[src/rtl/uart_tx.sv]
// UART transmitter: start bit, DATA_WIDTH data bits (LSB first), optional parity, one stop bit.
// Each bit lasts max(PRESCALE,1) clocks; a new byte may be accepted in the last stop-bit cycle.
module uart_tx #(
    parameter int DATA_WIDTH  = 8,
    parameter int PRESC_WIDTH = 6
) (
    input  logic                   CLK,
    input  logic                   RST,
    input  logic [DATA_WIDTH-1:0]  P_DATA,
    input  logic                   DATA_VALID,
    input  logic                   PAR_EN,
    input  logic                   PAR_TYP,
    input  logic [PRESC_WIDTH-1:0] PRESCALE,
    output logic                   TX_OUT,
    output logic                   Busy,
    output logic                   Frame_Done
);

    localparam int IDX_W = (DATA_WIDTH > 1) ? $clog2(DATA_WIDTH) : 1;

    typedef enum logic [4:0] {
        IDLE   = 5'b00001,
        START  = 5'b00010,
        DATA   = 5'b00100,
        PARITY = 5'b01000,
        STOP   = 5'b10000
    } state_t;

    state_t                 state;
    logic [PRESC_WIDTH-1:0] baud_cnt;
    logic [PRESC_WIDTH-1:0] bit_last;
    logic [IDX_W-1:0]       bit_idx;
    logic [DATA_WIDTH-1:0]  shift_reg;
    logic [DATA_WIDTH-1:0]  shift_nxt;
    logic                   par_en_q;
    logic                   par_bit;
    logic                   bit_end;
    logic                   accept;

    always_comb begin
        bit_last  = (PRESCALE == '0) ? '0 : PRESCALE - PRESC_WIDTH'(1);
        bit_end   = (baud_cnt == bit_last);
        accept    = DATA_VALID && ((state == IDLE) || ((state == STOP) && bit_end));
        shift_nxt = shift_reg >> 1;
    end

    always_ff @(posedge CLK or posedge RST) begin
        if (RST) begin
            state      <= IDLE;
            TX_OUT     <= 1'b1;
            Busy       <= 1'b0;
            Frame_Done <= 1'b0;
            baud_cnt   <= '0;
            bit_idx    <= '0;
            shift_reg  <= '0;
            par_en_q   <= 1'b0;
            par_bit    <= 1'b0;
        end else begin
            Frame_Done <= 1'b0;
            if (state == IDLE || bit_end)
                baud_cnt <= '0;
            else
                baud_cnt <= baud_cnt + PRESC_WIDTH'(1);

            // Accept covers both IDLE and the final stop-bit cycle, so back-to-back frames share one path.
            if (accept) begin
                state     <= START;
                TX_OUT    <= 1'b0;
                Busy      <= 1'b1;
                shift_reg <= P_DATA;
                par_en_q  <= PAR_EN;
                par_bit   <= (^P_DATA) ^ PAR_TYP;
                bit_idx   <= '0;
                if (state == STOP)
                    Frame_Done <= 1'b1;
            end else begin
                case (state)
                    IDLE: begin
                        TX_OUT <= 1'b1;
                        Busy   <= 1'b0;
                    end
                    START: begin
                        if (bit_end) begin
                            state  <= DATA;
                            TX_OUT <= shift_reg[0];
                        end
                    end
                    DATA: begin
                        if (bit_end) begin
                            shift_reg <= shift_nxt;
                            if (bit_idx == IDX_W'(DATA_WIDTH - 1)) begin
                                bit_idx <= '0;
                                if (par_en_q) begin
                                    state  <= PARITY;
                                    TX_OUT <= par_bit;
                                end else begin
                                    state  <= STOP;
                                    TX_OUT <= 1'b1;
                                end
                            end else begin
                                bit_idx <= bit_idx + IDX_W'(1);
                                TX_OUT  <= shift_nxt[0];
                            end
                        end
                    end
                    PARITY: begin
                        if (bit_end) begin
                            state  <= STOP;
                            TX_OUT <= 1'b1;
                        end
                    end
                    STOP: begin
                        if (bit_end) begin
                            state      <= IDLE;
                            TX_OUT     <= 1'b1;
                            Busy       <= 1'b0;
                            Frame_Done <= 1'b1;
                        end
                    end
                    default: begin
                        state    <= IDLE;
                        TX_OUT   <= 1'b1;
                        Busy     <= 1'b0;
                        baud_cnt <= '0;
                        bit_idx  <= '0;
                    end
                endcase
            end
        end
    end

endmodule

[config.mk]
export PLATFORM = sky130hd
export DESIGN_NAME = uart_tx
export DESIGN_NICKNAME = d
export VERILOG_FILES = /design/src/rtl/uart_tx.sv
export SDC_FILE = /design/constraint.sdc
export NUM_CORES = 1
export LEC_CHECK = 0
export CAP_MARGIN = 20
export CORE_ASPECT_RATIO = 0.8
export CORE_UTILIZATION = 58
export CTS_CLUSTER_SIZE = 10
export DETAILED_ROUTE_END_ITERATION = 8
export PLACE_DENSITY = 0.84
export SYNTH_ARGS = -nofsm -noshare
export SYNTH_HDL_FRONTEND = slang
export SYNTH_SLANG_ARGS = --single-unit
[constraint.sdc]
create_clock -name CLK -period 4 [get_ports CLK]
set_input_delay 0.8 -clock CLK [delete_from_list [all_inputs] [get_ports CLK]]
set_output_delay 0.8 -clock CLK [all_outputs]
set_load 0.01 [all_outputs]
Yosys cells after proc, flatten, opt, wreduce, memory -nomap -nowiden
Index checks and enable logic that the tools add are counted.
{"block": "totals", "output_inout_bits": 3, "in_bits": 19, "ff_bits": 27}
{"block": "classes", "muxes": 33, "n_addsub": 3, "n_reduce_logical": 17, "bitwise_logic": 1, "n_eq_ne": 16}
{"operator": "two-way mux 5 bit", "n": 7}
{"operator": "one-hot mux 5 bit (5 select lines)", "n": 1}
{"operator": "two-way mux 6 bit", "n": 4}
{"operator": "two-way mux 8 bit", "n": 3}
{"operator": "!= test 3 bit, second input constant", "n": 5}
{"operator": "two-way mux 1 bit", "n": 12}
{"operator": "two-way mux 3 bit", "n": 3}
{"operator": "XOR reduction 8 bit", "n": 1}
{"operator": "adder 6 x 1 -> 6 bit, second input constant", "n": 1}
{"operator": "equality test 6 bit", "n": 1}
{"operator": "zero test 6 bit", "n": 1}
{"operator": "one-hot mux 3 bit (2 select lines)", "n": 1}
{"operator": "AND reduction 2 bit", "n": 3}
{"operator": "AND reduction 6 bit", "n": 1}
{"operator": "subtractor 6 x 1 -> 6 bit, second input constant", "n": 1}
{"operator": "equality test 5 x 1 -> 1 bit, second input constant", "n": 1}
{"operator": "equality test 5 x 2 -> 1 bit, second input constant", "n": 1}
{"operator": "equality test 5 x 3 -> 1 bit, second input constant", "n": 1}
{"operator": "equality test 5 x 4 -> 1 bit, second input constant", "n": 1}
{"operator": "equality test 5 bit, second input constant", "n": 1}
{"operator": "OR reduction 5 bit", "n": 1}
{"operator": "!= test 2 x 1 -> 1 bit, second input constant", "n": 2}
{"operator": "nonzero test 2 bit", "n": 2}
{"operator": "OR reduction 4 bit", "n": 1}
{"operator": "other kinds (12)", "n": 14}

Longest topological paths before layout
Gate-level depths: netlist of run 1.
{"block": "logic_depth", "word_depth": 8, "ltp_mapped": 11, "ltp_nobuf": 9}

Least setup slack after synthesis of run 1
Ideal clock, no wire load.
{"block": "synth_path", "path_kind": "input to register", "startpoint": "in PRESCALE[0]", "endpoint": "reg Busy", "t_arrival_ns": 2.653, "n_path_buf": 2, "required_time_ns": 3.881, "setup_ns": 0.119, "path_slack_ns": 1.228, "stages": 11, "cell_sequence": "inv_1 ha_1 nor3b_2 nand2_1 a222oi_1 nor4b_2 buf_4 a31o_4 buf_6 nand3_1 a21bo_1"}
{"block": "synth_via", "elab_chain_len": 8, "elab_cells_between_ends": 11, "classes_between": "add/sub: 1; eq/ne: 3; mux: 2; reduce/logical: 5"}
{"item": "start: declaration", "line_no": "13", "source": "input logic [PRESC_WIDTH-1:0] PRESCALE,"}
{"item": "subtractor 6 x 1 -> 6 bit / zero test 6 bit (equally long branches)", "line_no": "41", "source": "bit_last = (PRESCALE == '0) ? '0 : PRESCALE - PRESC_WIDTH'(1);"}
{"item": "two-way mux 6 bit (*)", "line_no": "41"}
{"item": "equality test 6 bit (*)", "line_no": "42", "source": "bit_end = (baud_cnt == bit_last);"}
{"item": "logical AND 1 bit", "line_no": "43", "source": "accept = DATA_VALID && ((state == IDLE) || ((state == STOP) && bit_end));"}
{"item": "logical OR 1 bit", "line_no": "43"}
{"item": "logical AND 1 bit", "line_no": "43"}
{"item": "!= test 3 bit (no line) / != test 2 x 1 -> 1 bit (equally long branches)"}
{"item": "AND reduction 2 bit (no line)"}
{"item": "end signal: assignment", "line_no": "51", "source": "Busy <= 1'b0;"}
{"item": "end signal: assignment", "line_no": "69", "source": "Busy <= 1'b1;"}
{"item": "end signal: assignment", "line_no": "80", "source": "Busy <= 1'b0;"}
{"item": "end: declaration", "line_no": "15", "source": "output logic Busy,"}
Every way passes the cells marked *; elsewhere a longest branch is shown, timed or not.
A chain may end at the register's enable or synchronous reset.

Worst setup path in the final report of run 1
{"block": "layout_path", "startpoint": "in PRESCALE[0]", "endpoint": "reg state[2]"}
{"block": "layout_via", "elab_chain_len": 8, "elab_cells_between_ends": 15, "classes_between": "add/sub: 1; eq/ne: 7; mux: 2; reduce/logical: 5"}
{"item": "subtractor 6 x 1 -> 6 bit / zero test 6 bit (equally long branches)", "line_no": "41"}
{"item": "two-way mux 6 bit (*)", "line_no": "41"}
{"item": "equality test 6 bit (*)", "line_no": "42"}
{"item": "logical AND 1 bit", "line_no": "43"}
{"item": "logical OR 1 bit", "line_no": "43"}
{"item": "logical AND 1 bit", "line_no": "43"}
{"item": "!= test 3 bit (no line) / != test 2 bit (equally long branches)"}
{"item": "AND reduction 6 bit (no line)"}
{"item": "end signal: assignment", "line_no": "49", "source": "state <= IDLE;"}
{"item": "end signal: assignment", "line_no": "67", "source": "state <= START;"}
{"item": "end signal: assignment", "line_no": "84", "source": "state <= DATA;"}
{"item": "end: declaration", "line_no": "29", "source": "state_t state;"}
Marks and branches as above.

==> results by group, run 1 <==
Global route
  • Antenna violations before repair: 0
  • Overflow after GRT: 0
  • First-pass GRT wire length: 5630 um
  • GR Util All Layers: 25.4%
  • Pin count of the biggest net entering global routing: 28
  • Number of global-route vias before repair: 1,251

Critical path
  • CP Class: input pin to register
  • CP delay by family, top: buffers and inverters
  • Crit-path cells: clkdlybuf4s50_1, inv_1, ha_1, nor3b_2, a21o_1, a222oi_1, nor4b_2, buf_4, a31o_4, o221ai_2, mux2_4
  • Crit path required time: between 4 and 5 ns
  • Worst path buffer plus inverter count: 3
  • Critical path startpoint category: input pin
  • Critical Path AT: 3.54 ns
  • Slowest CP cell: clkdlybuf4s50_1
  • Setup crit end kind: register
  • Worst path max stage delay: between 0.5 and 0.6 ns
  • Crit Path Max Fanout: 11

Power
  • PD cells: 502 nW/um^2
  • Sw Pwr: roughly 0.35 mW
  • Switch share: between 30% and 40%
  • Clock power share: 12.4%
  • Internal power: 0.608 mW
  • Static leakage: between 0.7 and 0.8 nW
  • VDD IR max: 0.000378 V
  • Combinational Power Share: 42.6%
  • Total power: between 0.9 and 1 mW
  • Share of power burned in registers: 44.9%

Timing
  • Worst-Margin Slew: 0.675 ns
  • Final TNS setup: 0 ns
  • Worst Skew: roughly 0.0012 ns
  • FMAX: 0.302 GHz
  • Final Hold Fails: 0
  • RSZ-0062 raised after global routing: false
  • WHS: about 0.5 ns
  • Normalized max-slew margin: 54.9%
  • Max Slew Vio Count: 0
  • Final Critical Period: 3.32 ns
  • Setup violators final: 0
  • Fin crit share: 82.9%

Synthesis
  • Post-synth EDFFs: 0
  • Adder-Cell Fraction of Synth Area: 3.12%
  • Synthesis Warnings: 0
  • Simple-gate area share of the yosys netlist: 18.7%
  • Yosys reg bits: 27
  • Synth Area in Compound Gates: between 20% and 30%
  • Post-Syn Area: 1610 um^2
  • Number of distinct library cells after synthesis: 47
  • Seq/Total Area, Yosys: 42.2%
  • Mux contribution to synthesized area: 2.26%
  • Largest family of logic cells by synthesized area: compound AO/OA/AOI/OAI gates
  • Syn_nets: 184
  • Syn avg cell area: 9.97 um^2
  • Top FF cell, synth: dfrtp_1
  • Post-synth ARST share: 100%
  • Mapped Cells: ~160
  • Post-synthesis xor/xnor area fraction: 7.64%

Place
  • Placer Congestion: 0.981
  • Inst Count DP: roughly 220
  • DPL Wire Length: 2410 um
  • PortBufs: 21

CTS
  • H-tree depth: 1
  • # hold bufs at CTS: 0
  • Clk Latency, worst-skew pair: 0.32 ns
  • Worst-path clk slew: 0.14 ns
  • Num CTS Buffers: 3
  • Clock sinks: 27
  • Root buffer cell: clkbuf_4
  • CTS tree: yes
  • Post-CTS Setup Bufs: 0
  • Clock Path Buffers: 2
  • Resized Gates After CTS: 0

Routing
  • DR vias: between 1,000 and 1,500
  • DRT antenna net count: 0
  • Avg Vias per Cell: between 5 and 6
  • WL final: between 3000 and 4000 um
  • Residual DRC: 0
  • WL/cell: 14.6 um
  • DR iter-0 viols: 61
  • Pre-antenna DRT Iters: 4

Floorplan
  • Die X-Extent: 60.8 um
  • Die ar.: 2980 um^2
  • Area of the core: 2540 um^2
  • # rows: 16
  • Die Ht: 49.1 um
  • I/O pins: 22
  • Initial Utilization: 63.1%

Final layout
  • Share of cells above drive strength 1: 9.73%
  • ANT cells: 0
  • Number of flip-flops in the largest register: 8
  • Nets: 209
  • Area growth from synthesis to layout: 18.5%
  • Post-route insts no fill: 221

Hold path
  • Min-delay worst type: register to register

Run
  • Max-cap violations: 0

Run status
  • Status: finished clean
[power groups by stage]
stage	Clock, mW	Combinational [mW]	Sequential (mW)
floorplan	0	0.314	0.418
global placement	0	0.387	0.428
detailed placement	0	0.400	0.433
CTS	0.123	0.402	0.427
global route	0.137	0.453	0.438
finish	0.119	0.407	0.429
[cells in the mapped netlist, types with 2 or more instances]
cell      instances  area, um^2
nand3b_1          2        15.0
dfstp_2           2        52.6
xnor2_1           9        78.8
and2_1            2        12.5
or4_1             2        15.0
a21o_1            3        22.5
nor2_1           10        37.5
nor4_1            2        12.5
a32o_1            2        20.0
nand2_1          11        41.3
o21ai_0          12        60.1
ha_1              4        50.1
a31oi_1           2        12.5
buf_4             2        15.0
nor3_1            2        10.0
nand3_1           6        30.0
o31ai_1           2        15.0
dfrtp_1          25         626
xor2_1            5        43.8
or3_1             2        12.5
o22ai_1           3        18.8
o21a_1            8        60.1
nor3b_1           5        37.5
inv_1             8        30.0
o22a_1            7        61.3
a21oi_1           2        10.0
[kinds of logic (layout without fill, tap and decap cells)]
kind of cell | after synthesis | after routing
simple gates | 53 | 53
compound gates | 48 | 48
flops | 27 | 27
xor+xnor | 14 | 14
buf+inv | 12 | 36
fa+ha+maj | 4 | 4
mux | 3 | 3
[tightest hold or removal path: stages, from the launching register on]
cell and delay (ns):
dfstp_2 0.39, inv_1 0.04, o21ai_0 0.08
[cell usage in the layout, fill, tap and decap left out, drive strengths merged, types with 2 or more instances in the layout]
cell type       n
o31ai           2
nand3b          2
xnor2           9
xor2            5
or4             2
a31o            2
nor3            2
a21o            3
nor3b           6
clkdlybuf4s50  21
a31oi           2
o21ai          12
nand3           6
or3             2
o22a            7
inv             8
ha              4
dfrtp          25
nand2          12
dfstp           2
o22ai           3
buf             3
clkbuf          3
mux2            2
o21a            8
nor2           10
and2            2
nor4            2
a21oi           2
a32o            2
[path summary, 6_finish.rpt]
path	from	to	slack (ns)	depth (start not counted)
setup / recovery	PRESCALE[0]	state[2]	0.68	11
hold / removal	TX_OUT	TX_OUT	0.50	2
setup reg to reg	state[1]	state[2]	1.58	6
hold reg to reg	TX_OUT	TX_OUT	0.50	2
max in group asynchronous	RST	TX_OUT	2.92	3
min in group asynchronous	RST	baud_cnt[4]	0.64	2
[metal layers]
metal	track usage [%]	routed length (um)
met5	0	0
met4	5.30	21
met3	6.63	189
met2	38.6	1470
met1	36.5	1540
[final cells by class]
class	instances	area, um^2
timing repair buffer	24	253
clock buffer	3	22.5
inverter	8	30.0
clock inverter	1	7.51
multi-input combinational	122	866
sequential	27	678
tap	36	45.0
fill	190	641
[metrics by stage]
step	area, um^2	setup slack (ns)	utilization, %
3_5_place_dp	1840	0.377	72.5
6_report	1900	0.684	74.8
4_1_cts	1870	0.721	73.7
2_1_floorplan	1610	1.23	-
3_3_place_gp	1840	0.444	72.5
5_1_grt	1900	0.493	74.8
No activity file was read; power rests on OpenSTA's default activity.
==> run 2, diff against run 1 <==
--- a/config.mk
+++ b/config.mk
@@ -7,10 +7,10 @@
 export LEC_CHECK = 0
 export CAP_MARGIN = 20
 export CORE_ASPECT_RATIO = 0.8
-export CORE_UTILIZATION = 58
+export CORE_UTILIZATION = 49
 export CTS_CLUSTER_SIZE = 10
 export DETAILED_ROUTE_END_ITERATION = 8
-export PLACE_DENSITY = 0.84
+export PLACE_DENSITY = 0.75
 export SYNTH_ARGS = -nofsm -noshare
 export SYNTH_HDL_FRONTEND = slang
 export SYNTH_SLANG_ARGS = --single-unit
==> constraint.sdc (replaced) <==
create_clock -name CLK -period 2.85 [get_ports CLK]
set_input_delay 0.57 -clock CLK [delete_from_list [all_inputs] [get_ports CLK]]
set_output_delay 0.57 -clock CLK [all_outputs]
set_load 0.01 [all_outputs]
==> run 2 against run 1 <==
Global-route usage fell by 1.9 points. Final area rose by 9.5%. Critical path type unchanged. Clock power rose by 78%. Clock skew rose by 0.0035 ns. Wire length rose by 9.7%. Critical endpoint unchanged. First-iteration DRC count rose by 72%. Largest cell class unchanged.
==> results by group, run 2 (synthesis results as in run 1) <==
Routing
  • DR iter-0 viols: about 110
  • DR vias: 1,382
  • Residual DRC: 0
  • WL final: 3530 um
  • Avg Vias per Cell: 5.73
  • Pre-antenna DRT Iters: 4
  • DRT antenna net count: 0
  • WL/cell: ~15 um

Final layout
  • Cell area after layout: 2080 um^2
  • Nets: 225
  • ANT cells: 0
  • Area growth from synthesis to layout: 29.8%
  • Commonest non-fill, non-tap cell in the layout: dfrtp_1
  • Post-route insts no fill: 241
  • Final Core Density: 67.0%
  • Number of flip-flops in the largest register: 8
  • Most frequent cells in the layout: 25 x dfrtp_1, 17 x clkdlybuf4s50_1, 15 x buf_4
  • Share of cells above drive strength 1: a little under a fifth

Power
  • PD cells: 715 nW/um^2
  • Static leakage: 0.903 nW
  • VDD IR max: around 0.00043 V
  • Sw Pwr: 0.512 mW
  • Clock power share: 14.2%
  • Switch share: 34.4%
  • Total power: 1.49 mW
  • Internal power: just under 1 mW
  • Share of power burned in registers: 40.4%
  • Combinational Power Share: 45.4%

Critical path
  • Critical path startpoint category: input pin
  • CP Class: input pin to register
  • RR Endpoint: state[2]
  • Crit path required time: around 3.0 ns
  • Worst path max stage delay: 0.50 ns
  • R2r setup slk: 0.58 ns
  • Setup crit end kind: register
  • Most common cell on crit path: buf_6
  • Crit Path Max Fanout: 8
  • CP delay by family, top: buffers and inverters
  • Reg-to-reg critical path startpoint: baud_cnt[0]
  • Slowest CP cell: clkdlybuf4s50_1
  • Worst Setup SP: PRESCALE[4]
  • Crit-path cells: clkdlybuf4s50_1, buf_6, nor2_1, a21o_1, a222oi_1, nor4b_4, buf_6, a31o_4, o221ai_2, mux2_4
  • Reg2Reg Depth: 8
  • Worst path buffer plus inverter count: 3
  • Critical Path AT: 2.91 ns

Floorplan
  • Die ar.: between 3000 and 4000 um^2
  • Die Ht: 53.2 um
  • I/O pins: 22
  • Area of the core: roughly 3100 um^2
  • # rows: 18
  • Die X-Extent: between 60 and 70 um
  • Initial Utilization: 51.7%

CTS
  • # hold bufs at CTS: 0
  • CTS tree: yes
  • Num CTS Buffers: 3
  • Worst-path clk slew: 0.09 ns
  • Clock Path Buffers: 2
  • Root buffer cell: clkbuf_8
  • H-tree depth: 1
  • Clk Latency, worst-skew pair: 0.27 ns
  • Clock sinks: 27

Timing
  • Worst-Margin Slew: 0.552 ns
  • FMAX: around 0.36 GHz
  • Final WS setup: between 0.1 and 0.15 ns
  • Final Critical Period: 2.74 ns
  • Max Slew Vio Count: 0
  • Fin crit share: 96.3%
  • Final TNS setup: 0 ns
  • Worst Skew: 0.00464 ns
  • Setup violators final: 0
  • RSZ-0062 raised after global routing: false
  • WHS: 0.486 ns
  • Final Hold Fails: 0
  • Normalized max-slew margin: 63.1%

Place
  • PortBufs: 21
  • Inst Count DP: 234
  • Placer Congestion: between 0.8 and 0.9
  • Placement Setup Slack: -0.409 ns
  • DPL Wire Length: 2690 um
  • Placed inst area: ~2000 um^2

Run
  • Max-cap violations: 0

Global route
  • First-pass GRT wire length: about 6100 um
  • Pin count of the biggest net entering global routing: 24
  • Antenna violations before repair: 0
  • Number of global-route vias before repair: 1,317
  • Overflow after GRT: 0
  • GR Util All Layers: 23.5%

Run status
  • Status: finished clean

Hold path
  • Min-delay worst type: input pin to async pin
-- run 2: changes by cell type in the layout (fill, tap and decap cells not counted), sizes merged --
cell           previous run  this run
buf                       3        19
clkbuf                    3         4
clkdlybuf4s50            21        17
clkinvlp                  1         0
dlygate4sd2               0         3
dlymetal6s2s              0         1
-- run 2: worst register-to-register path, cell delays in order (launching register included) --
cell and delay [ns]:
dfrtp_1 0.43, o22ai_1 0.11, a21o_1 0.16, a222oi_1 0.39, nor4b_4 0.38, buf_6 0.19
a31o_4 0.11, o221ai_2 0.09, mux2_4 0.30
-- run 2: routing by layer --
layer	track usage (%)	wire [um]
met1	29.1	1560
met2	40.1	1790
met3	5.82	144
met4	7.80	38
met5	0	0
-- run 2: power by group through the flow --
stage                     logic [mW]  registers (mW)  clock network (mW)
final                          0.676           0.602               0.212
after global routing           0.750           0.618               0.232
after CTS                      0.655           0.601               0.217
after detailed placement       0.623           0.608                   0
after global placement         0.601           0.598                   0
after floorplan                0.440           0.587                   0
-- run 2: how the worst max path moves through the flow --
stage                   end  depth (start not counted)  slack, ns
6_report           state[2]                         10       0.11
5_1_grt            state[2]                         10      0.002
4_1_cts            state[2]                         11       0.01
3_5_place_dp   shift_reg[5]                          9      -0.41
3_3_place_gp   shift_reg[3]                          9      -0.34
2_1_floorplan          Busy                         11       0.31
-- run 2: timing repair --
action / in CTS / in global routing
cloned: 0 / 0
gates resized for setup: 11 / 8
setup endpoints to repair: 15 / 25
pin swaps: 3 / 3
setup buffers: 2 / 1
-- run 2: layout make-up --
type	instances	area, um^2
fillers	236	1020
well taps	40	50.0
inverters	8	30.0
repair buffers	40	367
flip-flops and latches	27	678
multi-input cells	122	913
clock buffers	4	45.0
==> run 3, diff against run 2 <==
--- a/config.mk
+++ b/config.mk
@@ -5,11 +5,13 @@
 export SDC_FILE = /design/constraint.sdc
 export NUM_CORES = 1
 export LEC_CHECK = 0
+export ABC_CLOCK_PERIOD_IN_PS = 2850
 export CAP_MARGIN = 20
 export CORE_ASPECT_RATIO = 0.8
 export CORE_UTILIZATION = 49
 export CTS_CLUSTER_SIZE = 10
 export DETAILED_ROUTE_END_ITERATION = 8
+export MAX_ROUTING_LAYER = met4
 export PLACE_DENSITY = 0.75
 export SYNTH_ARGS = -nofsm -noshare
 export SYNTH_HDL_FRONTEND = slang
==> run 3 against run 2 <==
Global-route usage is 0.73 points higher. Clock skew hardly changed. Register-to-register slack hardly changed. Largest cell class unchanged. Die area stayed put. Setup slack worse by 0.010 ns. Total power is 0.27% higher. Final cell count is 0.83% higher.
==> results by group, run 3 (synthesis results as in run 1) <==
Timing
  • Fin crit share: 96.6%
  • Worst Skew: 0.00494 ns
  • Final Hold Fails: 0
  • RSZ-0062 raised after global routing: false
  • Worst-Margin Slew: 0.570 ns
  • Final Critical Period: 2.75 ns
  • Max Slew Vio Count: 0
  • Final WS setup: 0.0960 ns
  • FMAX: 0.363 GHz
  • Normalized max-slew margin: 61.9%
  • Setup violators final: 0

CTS
  • H-tree depth: 1
  • Clock Path Buffers: 2
  • Root buffer cell: clkbuf_8
  • Num CTS Buffers: 3
  • CTS tree: yes
  • Worst-path clk slew: 0.09 ns
  • Clk Latency, worst-skew pair: 0.27 ns
  • Clock sinks: 27

Critical path
  • Worst path max stage delay: 0.50 ns
  • Critical path startpoint category: input pin
  • Setup crit end kind: register
  • Slowest CP cell: or4_1
  • Crit-path cells: clkdlybuf4s50_1, or4_1, a21oi_1, o22ai_1, nor4b_4, buf_6, a31o_4, o221ai_2, mux2_4
  • Crit Path Max Fanout: 5
  • Crit path required time: 3.01 ns
  • Critical Path AT: between 2 and 3 ns
  • CP Class: input pin to register
  • Worst path buffer plus inverter count: 2
  • CP delay by family, top: simple AND/OR/NAND/NOR gates

Routing
  • DRT antenna net count: 0
  • WL final: 3680 um
  • Residual DRC: 0
  • Avg Vias per Cell: 5.74
  • DR iter-0 viols: 97
  • WL/cell: 15.1 um
  • DR vias: between 1,000 and 1,500
  • Pre-antenna DRT Iters: 4

Floorplan
  • I/O pins: 22
  • Initial Utilization: 51.7%
  • Die Ht: about 53 um
  • Die X-Extent: 66.0 um
  • Die ar.: 3510 um^2
  • # rows: 18
  • Area of the core: 3110 um^2

Global route
  • GR Util All Layers: between 20 and 25%
  • First-pass GRT wire length: around 6100 um
  • Number of global-route vias before repair: 1,320
  • Pin count of the biggest net entering global routing: 24
  • Antenna violations before repair: 0
  • Overflow after GRT: 0

Power
  • Total power: 1.49 mW
  • Static leakage: around 0.92 nW
  • VDD IR max: approximately 0.00043 V
  • PD cells: 710 nW/um^2

Place
  • DPL Wire Length: around 2700 um
  • Inst Count DP: 234
  • PortBufs: 21
  • Placed inst area: 1950 um^2
  • Placement Setup Slack: -0.409 ns
  • Placer Congestion: 0.871

Final layout
  • # fillers: ~230
  • ANT cells: 0
  • Nets: 227
  • Area growth from synthesis to layout: 31.1%
  • Number of flip-flops in the largest register: 8
  • Post-route insts no fill: 243
  • Most frequent cells in the layout: 25 x dfrtp_1, 16 x clkdlybuf4s50_1, 16 x buf_4
  • Commonest non-fill, non-tap cell in the layout: dfrtp_1
  • Share of cells above drive strength 1: 19.7%
  • Final Core Density: 67.7%
  • Cell area after layout: ~2100 um^2

Run status
  • Status: finished clean

Hold path
  • Min-delay worst type: input pin to async pin

Run
  • Max-cap violations: 0
## run 3: cell types whose count changed in the layout (fill, tap and decap cells not counted)
cell	previous run	this run
buf_2	0	1
clkdlybuf4s50_1	17	16
dlygate4sd2_1	3	2
buf_4	15	16
nor2_4	0	1
clkdlybuf4s15_1	0	1
dlymetal6s2s_1	1	2
nor2_2	1	0
## run 3: path summary, 6_finish.rpt
check,startpoint,end,slack (ns),depth (start not counted)
min,RST,shift_reg[4],0.49,2
max in group asynchronous,RST,state[0],1.78,3
min reg2reg,TX_OUT,TX_OUT,0.50,2
min in group CLK,TX_OUT,TX_OUT,0.50,2
max reg2reg,baud_cnt[0],state[2],0.57,8
max,PRESCALE[5],state[2],0.1,9
## run 3: timing repair
action                     4_1_cts  5_1_grt
buffers inserted                 2        2
cloned                           0        1
setup endpoints to repair       15       25
hold buffers                     0        0
pin swaps                        3        4
gates resized for setup         11       11
hold endpoints to repair         0        0
## run 3: metal layers
layer / track usage, % / routed length, um / vias up
li1: - / - / 676
met1: 29.5 / 1620 / 691
met2: 40.0 / 1900 / 23
met3: 5.82 / 118 / 4
met4: 7.80 / 37 / 0
met5: - / 0 / -
## run 3: report_power, final
group	internal [mW]	switching [mW]	total, mW
sequential	0.508	0.0952	0.603
combinational	0.370	0.312	0.682
clock	0.0999	0.109	0.209
## run 3: area by class of cell
| type | count | area (um^2) | share of cell area, % |
|---|---|---|---|
| multi-input cells | 122 | 918 | 43.6 |
| flip-flops and latches | 27 | 678 | 32.2 |
| inverters | 8 | 30.0 | 1.43 |
| well taps | 40 | 50.0 | 2.38 |
| repair buffers | 42 | 383 | 18.2 |
| clock buffers | 4 | 45.0 | 2.14 |
## run 3: stage by stage
stage               hold slack [ns]  setup TNS, ns
floorplan                     0.451              0
global placement              0.465          -4.92
detailed placement            0.469          -7.68
CTS                           0.486              0
global route                  0.513              0
finish                        0.490              0
